File: src/rtl/ram_pkg.sv
// Shared refresh constants for the DRAM controller and its refresh scheduler.
package ram_pkg;

    localparam int unsigned REF_PERIOD     = 250;
    localparam int unsigned REF_DEBT_W     = 3;
    localparam int unsigned REF_URG_THRESH = 2;
    localparam int unsigned REF_URG_WINDOW = 32;
    localparam int unsigned REF_GAP        = 3;

    // CLK cycles per refresh interval, rounded to nearest (16000 kHz, 15600 ns -> 250).
    function automatic int unsigned ref_period(input int unsigned clk_khz,
                                               input int unsigned interval_ns);
        return (clk_khz * interval_ns + 32'd500_000) / 32'd1_000_000;
    endfunction

endpackage

File: src/rtl/ref_interval_timer.sv
// Refresh interval down-counter: reloads PERIOD-1 at zero, holds while disabled.
module ref_interval_timer
    import ram_pkg::*;
#(
    parameter int unsigned PERIOD = REF_PERIOD,
    parameter int unsigned CNT_W  = 8
) (
    input  logic             clk,
    input  logic             rst,
    input  logic             en,
    output logic [CNT_W-1:0] count_next,
    output logic             tick
);

    logic [CNT_W-1:0] count;

    always_comb begin
        tick       = en && (count == '0);
        count_next = count;
        if (tick)
            count_next = CNT_W'(PERIOD - 1);
        else if (en)
            count_next = count - CNT_W'(1);
    end

    always_ff @(posedge clk) begin
        if (rst)
            count <= CNT_W'(PERIOD - 1);
        else
            count <= count_next;
    end

endmodule

File: src/rtl/ram_refresh_sched.sv
// Refresh request generator: tracks owed refreshes and drives RefReq/RefUrg,
// with a forced low gap after every acknowledged refresh.
module ram_refresh_sched
    import ram_pkg::*;
#(
    parameter int unsigned PERIOD     = REF_PERIOD,
    parameter int unsigned CNT_W      = 8,
    parameter int unsigned DEBT_W     = REF_DEBT_W,
    parameter int unsigned URG_THRESH = REF_URG_THRESH,
    parameter int unsigned URG_WINDOW = REF_URG_WINDOW,
    parameter int unsigned GAP        = REF_GAP
) (
    input  logic              CLK,
    input  logic              RST,
    input  logic              En,
    input  logic              RefAck,
    output logic              RefReq,
    output logic              RefUrg,
    output logic [DEBT_W-1:0] Debt,
    output logic              Overflow
);

    localparam int unsigned GAP_W = $clog2(GAP + 1);
    localparam logic [DEBT_W-1:0] DEBT_MAX = '1;

    logic             tick;
    logic [CNT_W-1:0] timer_next;
    logic [DEBT_W-1:0] debt_next;
    logic [GAP_W-1:0] gap, gap_next;
    logic             ovf_next, req_next, urg_next;

    ref_interval_timer #(
        .PERIOD (PERIOD),
        .CNT_W  (CNT_W)
    ) u_timer (
        .clk        (CLK),
        .rst        (RST),
        .en         (En),
        .count_next (timer_next),
        .tick       (tick)
    );

    always_comb begin
        debt_next = Debt;
        ovf_next  = Overflow;
        if (tick && !RefAck) begin
            if (Debt == DEBT_MAX)
                ovf_next = 1'b1;
            else
                debt_next = Debt + DEBT_W'(1);
        end else if (RefAck && !tick && (Debt != '0)) begin
            debt_next = Debt - DEBT_W'(1);
        end

        gap_next = gap;
        if (RefAck)
            gap_next = GAP_W'(GAP);
        else if (gap != '0)
            gap_next = gap - GAP_W'(1);

        // Outputs registered from next-state so RefReq rises with the debt itself.
        req_next = (gap_next == '0) && (debt_next != '0);
        urg_next = req_next && ((debt_next >= DEBT_W'(URG_THRESH)) ||
                                (timer_next < CNT_W'(URG_WINDOW)));
    end

    always_ff @(posedge CLK) begin
        if (RST) begin
            Debt     <= '0;
            gap      <= '0;
            RefReq   <= 1'b0;
            RefUrg   <= 1'b0;
            Overflow <= 1'b0;
        end else begin
            Debt     <= debt_next;
            gap      <= gap_next;
            RefReq   <= req_next;
            RefUrg   <= urg_next;
            Overflow <= ovf_next;
        end
    end

endmodule

File: config.mk
export PLATFORM = sky130hd
export DESIGN_NAME = ram_refresh_sched
export DESIGN_NICKNAME = d
export VERILOG_FILES = /design/src/rtl/ram_pkg.sv /design/src/rtl/ref_interval_timer.sv /design/src/rtl/ram_refresh_sched.sv
export SDC_FILE = /design/constraint.sdc
export NUM_CORES = 1
export LEC_CHECK = 0
export CAP_MARGIN = 20
export CORE_MARGIN = 8
export CORE_UTILIZATION = 38
export DETAILED_ROUTE_END_ITERATION = 16
export REMOVE_ABC_BUFFERS = 1
export SLEW_MARGIN = 20
export SYNTH_ARGS = -nofsm -noshare
export SYNTH_HDL_FRONTEND = slang
export SYNTH_SLANG_ARGS = --single-unit
export TNS_END_PERCENT = 50
File: constraint.sdc
create_clock -name CLK -period 2.06 [get_ports CLK]
set_input_delay 0.515 -clock CLK [delete_from_list [all_inputs] [get_ports CLK]]
set_output_delay 0.515 -clock CLK [all_outputs]
set_load 0.005 [all_outputs]
# After elaboration in Yosys (flattened, before gate mapping)
# Index checks and enable logic that the tools add are counted.
totals:
  reg_bits: 16
  latchBits: 0
  mem_bits_rw: 0
  mem_bits_ro: 0
  inputBits: 4
  output_inout_bits: 6
  wordCells: 35
  n_memories: 0
classes:
  add_sub_neg: 4
  n_mul: 0
  div: 0
  n_lt_le_gt_ge: 2
  n_eq_ne: 1
  shifts: 0
  muxes: 7
  bitwise: 0
  n_reduce_logical: 15
op_table:
  columns: ["cell", "count"]
  rows:
  - ["2-to-1 mux 8 bit", 2]
  - ["2-to-1 mux 3 bit", 3]
  - ["zero test 8 bit", 1]
  - ["< comparator 8 x 6 -> 1 bit, second input constant", 1]
  - ["subtractor 8 x 1 -> 8 bit, second input constant", 1]
  - ["logical AND 1 bit", 6]
  - ["nonzero test 3 bit", 2]
  - ["2-to-1 mux 2 bit", 2]
  - ["adder 3 x 1 -> 3 bit, second input constant", 1]
  - ["== test 3 bit, second input constant", 1]
  - ["greater-or-equal comparator 3 x 2 -> 1 bit, second input constant", 1]
  - ["subtractor 3 x 1 -> 3 bit, second input constant", 1]
  - ["zero test 1 bit", 2]
  - ["zero test 2 bit", 1]
  - ["AND reduction 2 bit", 1]
  - ["nonzero test 2 bit", 1]
  - ["subtractor 2 x 1 -> 2 bit, second input constant", 1]
  - ["logical OR 1 bit", 1]

# Logic depth before layout (Yosys ltp)
# Gate-level depths: netlist of the first run.
depth:
  depth_word: 10
  depth_mapped: 7
  depth_no_buf: 7

# Cells and area by module
# From an unflattened synthesis of the first run, not the netlist that was laid out.
unflattened:
  cells_unflattened: 91
  hier_area_um2: 840.8
by_module_without_submodules:
  columns: ["module", "n_inst", "cells_per_inst", "area_each_um2", "seq_area_each_um2"]
  rows:
  - ["ref_interval_timer", 1, 49, 447.9, 160.2]
  - ["ram_refresh_sched", 1, 42, 392.9, 160.2]

# Least setup slack after synthesis of the first run
# Ideal clock, no wire load.
synth_timing:
  path_kind: "flip-flop to flip-flop"
  startpoint: "register u_timer.count[0]"
  endpoint: "register RefReq"
  setup_time_ps: 126
  arrival_time_ps: 2028
  t_required_ps: 1934
  setup_slack_ps: -94
  stages_incl_launch_ff: 8
  n_path_buf: 0
  synth_period_minus_slack_ps: 2154
  path_cell_list: "dfxtp_1 inv_1 ha_1 or4b_2 o21ai_0 mux2_2 a211oi_1 a21oi_1"
synth_via:
  elab_chain_len: 9
  elab_cells_between_ends: 10
  cone_classes: "2 x mux; 8 x reduce/logical"
synth_lines:
  columns: ["item", "line_no", "rtl"]
  rows:
  - ["start: declaration", "ref_interval_timer.sv:15", "logic [CNT_W-1:0] count;"]
  - ["start signal: assignment", "ref_interval_timer.sv:28", "count <= CNT_W'(PERIOD - 1);"]
  - ["start signal: assignment", "ref_interval_timer.sv:30", "count <= count_next;"]
  - ["zero test 8 bit *", "ref_interval_timer.sv:18", "tick = en && (count == '0);"]
  - ["logical AND 1 bit *", "ref_interval_timer.sv:18", null]
  - ["zero test 1 bit", "ram_refresh_sched.sv:51", "end else if (RefAck && !tick && (Debt != '0)) begin"]
  - ["logical AND 1 bit (2 in a row)", "ram_refresh_sched.sv:51", null]
  - ["2-to-1 mux 3 bit", "ram_refresh_sched.sv:51", null]
  - ["2-to-1 mux 3 bit *", "ram_refresh_sched.sv:46", "if (tick && !RefAck) begin"]
  - ["nonzero test 3 bit *", "ram_refresh_sched.sv:62", "req_next = (gap_next == '0) && (debt_next != '0);"]
  - ["logical AND 1 bit *", "ram_refresh_sched.sv:62", null]
  - ["end signal: assignment", "ram_refresh_sched.sv:77", "RefReq <= req_next;"]
  - ["end: declaration", "ram_refresh_sched.sv:17", "output logic RefReq,"]
# Every way passes the cells marked *; elsewhere a longest branch is shown, timed or not.
# A chain may end at the register's enable or synchronous reset.

# Worst setup path in the final report of the first run
# Ends and elaborated chain as after synthesis.

==> run metrics, run 1 <==
Async SR Flop Fraction 0; switching portion of total power 0.287; WL final 1970 um; Mapped Cells 98; wire per inst 12.6 um; Avg Cell Area, Syn 8.62 um^2; Sw Pwr 214 uW; status complete, no violations; CTS root buf clkbuf_4; Syn. warnings 0; Synth area leaders dfxtp_1, ha_1, nor2_1; Skew-Pair Late Insertion Delay 0.29 ns; Yosys top cell by area dfxtp_1; DR iter-0 viols 13; setup violators final 0; ys flop type dfxtp_1; synth cell count leaders dfxtp_1, nor2_1, nand2_1; setup tns final 0 ns; number of max-cap violations 0; filler cell count 215; final non-filler cell total 156; global-route wire length before repair 3310 um; number of CTS-inserted buffers 3; post-synth cell types 37; most frequent cell after synthesis dfxtp_1; Slew Viols, Final 0; Clock Skew 0.000628 ns; fraction of layout cells with a size suffix above 1 0.242; clk sinks 16; Placed Cells 152; RSZ-0062 raised after global routing no; PwrDens 646 nW/um^2; register area 320 um^2; Total Power 746 uW; Nets 137; P&R area growth vs syn 36.7%; Max clock buf depth 2; Sequential Power Share 0.467; initial antenna violation count 0; VDD IR max 0.476 mV; GRT Util Overall 0.103; Final Cycle Share 0.962; CP required 2.25 ns; total grt overflow 0; Crit Path Class reg -> reg; post-layout util 0.538; final period demand of the worst path 1.98 ns; Hold Crit Class reg -> reg; largest net degree at the start of global routing 10; Max FO, Critical Path 2; DRC Markers 0; die area 3990 um^2; Comb pwr share 0.239; Critical Path AT 2.17 ns; Final Hold Viols 0; Fmax 0.505 GHz; vias in the first global route 769; Setup Fix Bufs, Post-CTS 0; #FFs+latches synth 16; worst relative slew slack 0.739; core box area 2150 um^2; ant diodes 0; H-tree Lvls 1; HPWL after detailed placement 1520 um; DR vias/cell 5.06; routed via count 790; area of the multi-input gates 509 um^2; proportion of synthesized chip area in sequential cells 0.379; number of enable flip-flop cells after synthesis 0; Leak 0.000457 uW; Port Buffers 9; Least-Margin Pin Slew 0.386 ns; Internal 532 uW; WHS 0.455 ns; DIE HEIGHT 63.1 um; Starting Density 0.393; post-route ant nets 0; hold_buf cts 0; clock power share 0.293; post-synth top area share 0.379; CP Capture Type register; chip width 63.1 um; synthesized area 845 um^2; IO Pins 10; CP startpoint kind register; Core Rows 17; CTS clk-pin slew, worst paths 0.10 ns; First-pass DRT Iterations 4; gpl congestion 0.864; TritonCTS clock tree done
cell families after synthesis:
group / after synthesis / share of synthesized area
simple gates: 41 / 0.262
compound gates: 21 / 0.176
flops: 16 / 0.379
buf+inv: 8 / 0.0370
xor+xnor: 7 / 0.0726
fa+ha+maj: 4 / 0.0593
mux: 1 / 0.0133
layout make-up:
| type | instances | share of cell area |
|---|---|---|
| Multi-Input combinational cell | 74 | 0.441 |
| Inverter | 6 | 0.0195 |
| Timing Repair Buffer | 28 | 0.200 |
| Tap cell | 28 | 0.0303 |
| Clock buffer | 4 | 0.0314 |
| Sequential cell | 16 | 0.277 |
power by group through the flow:
stage,clock [uW],combinational [uW],sequential [uW]
finish,219,178,349
detailed placement,0,172,355
CTS,228,179,349
global placement,0,168,354
floorplan,0,93.9,355
global route,235,198,351
per-layer routing:
metal	routed length (um)	track usage	part of all wire
met4	42	0.0684	0.021
met5	0	0	0
met3	59	0.0265	0.030
met2	878	0.160	0.45
met1	988	0.122	0.50
what timing repair did:
| item | 4_1_cts | 5_1_grt |
|---|---|---|
| setup endpoints to repair | 3 | 0 |
| resized for setup | 6 | 0 |
| endpoints found under the hold margin | 0 | 0 |
path summary, 6_finish.rpt:
kind | start | end | slack [ns] | depth (start not counted)
worst max-delay path | u_timer.count[0] | RefReq | 0.08 | 7
worst min register to register | Overflow | Overflow | 0.45 | 2
worst max register to register | u_timer.count[0] | RefReq | 0.08 | 7
worst min-delay path | Overflow | Overflow | 0.45 | 2
registers in the layout (all words and copies together) (netlist names):
signal / cells
u_timer.count: 8
Debt: 3
gap: 2
Overflow: 1
RefReq: 1
RefUrg: 1
layout by cell type, fill, tap and decap left out, types with 3 or more instances in the layout:
cell / Yosys / final
xor2_1: 3 / 3
a21oi_1: 6 / 6
clkdlybuf4s50_1: 0 / 8
nand2b_1: 4 / 4
inv_1: 6 / 6
dfxtp_1: 16 / 16
buf_4: 0 / 19
nand2_1: 9 / 9
clkbuf_4: 0 / 3
ha_1: 4 / 4
xnor2_1: 4 / 4
nor2_1: 12 / 12
critical path, stage by stage, from the launching register on:
cell	delay, ns
dfxtp_1	0.33
inv_1	0.05
ha_1	0.15
or4b_4	0.48
o21ai_2	0.15
mux2_2	0.36
a211oi_2	0.25
a21oi_1	0.11
stage by stage:
step                      setup slack [ns]  cell area, um^2
after floorplan                    -0.0941              836
after global routing               0.00573             1150
after detailed placement            -0.578             1100
after CTS                           0.0747             1150
after global placement              -0.493             1100
final                               0.0782             1150
Note: power is estimated with default switching activity, not from simulation.
==> run 2: changes to the inputs <==
ABC_AREA = 1   (was default)
CORE_MARGIN = 4   (was 8)
==> run 2 against run 1 <==
  * Worst hold slack about the same
  * Clock-buffer cell count shrank 1
  * Global-route usage is 2.4 points higher
  * Via count shrank 5.9%
  * Synthesized cell count up 21%
  * Maximum frequency is 10% higher
  * Wire length shrank 14%
  * Die area is 20% lower
  * Critical endpoint is now Debt[2]
  * Largest cell class unchanged
  * Largest power group is now combinational logic
==> run metrics, run 2 <==
Final Hold Viols 0 (unchanged); Yosys top cell by area dfxtp_1; #FFs+latches synth 16 (unchanged); most common cell after layout, fill and taps aside nand2_1; number of CTS-inserted buffers 3 (unchanged); reg2reg setup slack 0.48 ns (+0.40 ns); Slew Viols, Final 0 (unchanged); fraction of layout cells with a size suffix above 1 0.250 (+0.00781); VDD IR max 0.575 mV (+21%); number of max-cap violations 0 (unchanged); R2R Path End RefUrg; H-tree Lvls 1 (unchanged); Final Cycle Share 0.874 (-0.0881); post-synth top area share 0.359 (-0.0202); RSZ-0062 raised after global routing no; global-route wire length before repair 3260 um (-1.3%); post-layout util 0.483 (-0.0541); Syn. warnings 0 (unchanged); core box area 2230 um^2 (+4.0%); worst relative slew slack 0.845 (+0.106); Setup Fix Bufs, Post-CTS 0 (unchanged); worst r2r path cells 8 (+1); Crit Path Class reg -> out; Clock Skew 0.00469 ns (+0.00406 ns); ant diodes 0 (unchanged); met1 usage 0.160 (+0.0387); PwrDens 867 nW/um^2 (+34%); Hold EP Overflow; P&R area growth vs syn 21.0%; Placement Cell Area 1060 um^2 (-4.2%); post-route cell area 1080 um^2 (-6.5%); Avg Cell Area, Syn 7.50 um^2 (-13%); WL final 1700 um (-14%); Port Buffers 9 (unchanged); GR peak layer met2; largest net degree at the start of global routing 9 (-1); top flop regs u_timer.count: 8 flops, Debt: 3 flops, gap: 2 flops; Total Power 936 uW (+25%); met2 Usage GRT 0.215 (+0.0545); Hold Path Origin Overflow; Synth area leaders dfxtp_1, nand2_1, inv_1; wire per inst 10.3 um (-18%); Mapped Cells 119 (+21%); Top delay family on crit path buffers and inverters; critical path, cell by cell clkdlybuf4s50_1; ys flop type dfxtp_1; DR vias/cell 4.53 (-11%); setup violators final 0 (unchanged); Hold Crit Class reg -> reg; number of enable flip-flop cells after synthesis 0 (unchanged); CP Buf/Inv Count 1 (unchanged); First-pass DRT Iterations 4 (unchanged); post-route ant nets 0 (unchanged); CP required 1.54 ns (-0.71 ns); Skew-Pair Late Insertion Delay 0.28 ns (about the same); Reg with most FFs u_timer.count; initial antenna violation count 0 (unchanged); synthesized area 892 um^2 (+5.6%); delay of the slowest critical-path stage 0.55 ns (+0.07 ns); Core Rows 17 (unchanged); post-synth cell types 26 (-30%); Max FO, Critical Path 4 (+2); clk sinks 16 (unchanged); DIE HEIGHT 56.5 um (-11%); hold_buf cts 0 (unchanged); most frequent cell after synthesis nand2_1; setup tns final 0 ns (unchanged); GRT Util Overall 0.127 (+0.0236); Max clock buf depth 2 (unchanged); IO Pins 10 (unchanged); routed via count 743 (-5.9%); M3 GR Usage 0.0207 (-0.00581); chip width 56.5 um (-11%); CTS clk-pin slew, worst paths 0.09 ns (about the same); HPWL after detailed placement 1370 um (-10%); final period demand of the worst path 1.80 ns (-0.181 ns); DR iter-0 viols 10 (-3); CTS root buf clkbuf_4; Leak 0.000542 uW (+18%); Starting Density 0.399 (+0.00631); vias in the first global route 810 (+5.3%); worst hold path depth 2 (unchanged); flip-flop count of the largest register after layout 8 (unchanged); Least-Margin Pin Slew 0.232 ns (-0.154 ns); Critical Path AT 1.29 ns (-0.88 ns); status complete, no violations; proportion of synthesized chip area in sequential cells 0.359 (-0.0202); slowest stage cell, crit path clkdlybuf4s50_1; CP Capture Type output pin; commonest cells after routing, fill and taps aside nand2_1, dfxtp_1, inv_1, nor2_1; total grt overflow 0 (unchanged); Fmax 0.555 GHz (+10%); post-CTS sizing 0 (-6); TritonCTS clock tree done; CP startpoint kind register; Nets 146 (+6.6%); gpl congestion 0.790 (-8.6%); Async SR Flop Fraction 0 (unchanged); synth cell count leaders nand2_1, dfxtp_1, inv_1; r2r startpoint Debt[0]; die area 3190 um^2 (-20%); DRC Markers 0 (unchanged)
-- run 2: logic make-up (layout without fill, tap and decap cells) --
kind of cell,count (synthesis),after routing,synth area share
AO/OA/AOI/OAI,9,9,0.0589
XOR/XNOR,3,3,0.0295
adder cells (fa/ha/maj),4,4,0.0561
buffers and inverters,21,38,0.0911
flip-flops,16,16,0.359
multiplexers,1,1,0.0112
AND/OR/NAND/NOR,65,65,0.394
-- run 2: layer usage --
layer / vias to the layer above / wire, um
li1: 403 / -
met1: 327 / 868
met2: 9 / 764
met3: 4 / 31
met4: 0 / 31
met5: - / 0
-- run 2: layout make-up --
| type | count | area, um^2 |
|---|---|---|
| inverter | 20 | 76.3 |
| tap | 28 | 35.0 |
| clock buffer | 3 | 22.5 |
| multi-input combinational | 82 | 490 |
| sequential | 16 | 320 |
| fill | 227 | 1150 |
| timing repair buffer | 15 | 135 |
-- run 2: worst register-to-register path, cell delays in order (launching register included) --
cell     delay (ns)
dfxtp_1        0.39
inv_1          0.11
ha_1           0.22
a21oi_2        0.18
nand3_1        0.13
o21ai_2        0.20
nand2_1        0.08
nor2_1         0.13
nor2_2         0.05
-- run 2: stage by stage --
stage	setup slack, ns	std cells	hold slack (ns)
floorplan	0.611	118	0.433
global placement	-0.0315	161	0.436
detailed placement	-0.0441	161	0.445
CTS	0.254	164	0.459
global route	0.126	164	0.493
finish	0.260	164	0.454
-- run 2: worst max path at each step --
stage | from | to | cells past startpoint
6_report | Debt[2] | Debt[2] | 1
5_1_grt | En | RefUrg | 12
4_1_cts | Debt[2] | Debt[2] | 1
3_5_place_dp | En | RefUrg | 12
3_3_place_gp | En | RefUrg | 12
2_1_floorplan | u_timer.count[1] | u_timer.count[5] | 9
-- run 2: where the power goes --
group | internal [uW] | total (uW) | leakage [uW] | switching (uW)
logic | 173 | 386 | 0.000397 | 213
clock network | 67.8 | 167 | 0.0000138 | 98.7
registers | 349 | 384 | 0.000131 | 35.0
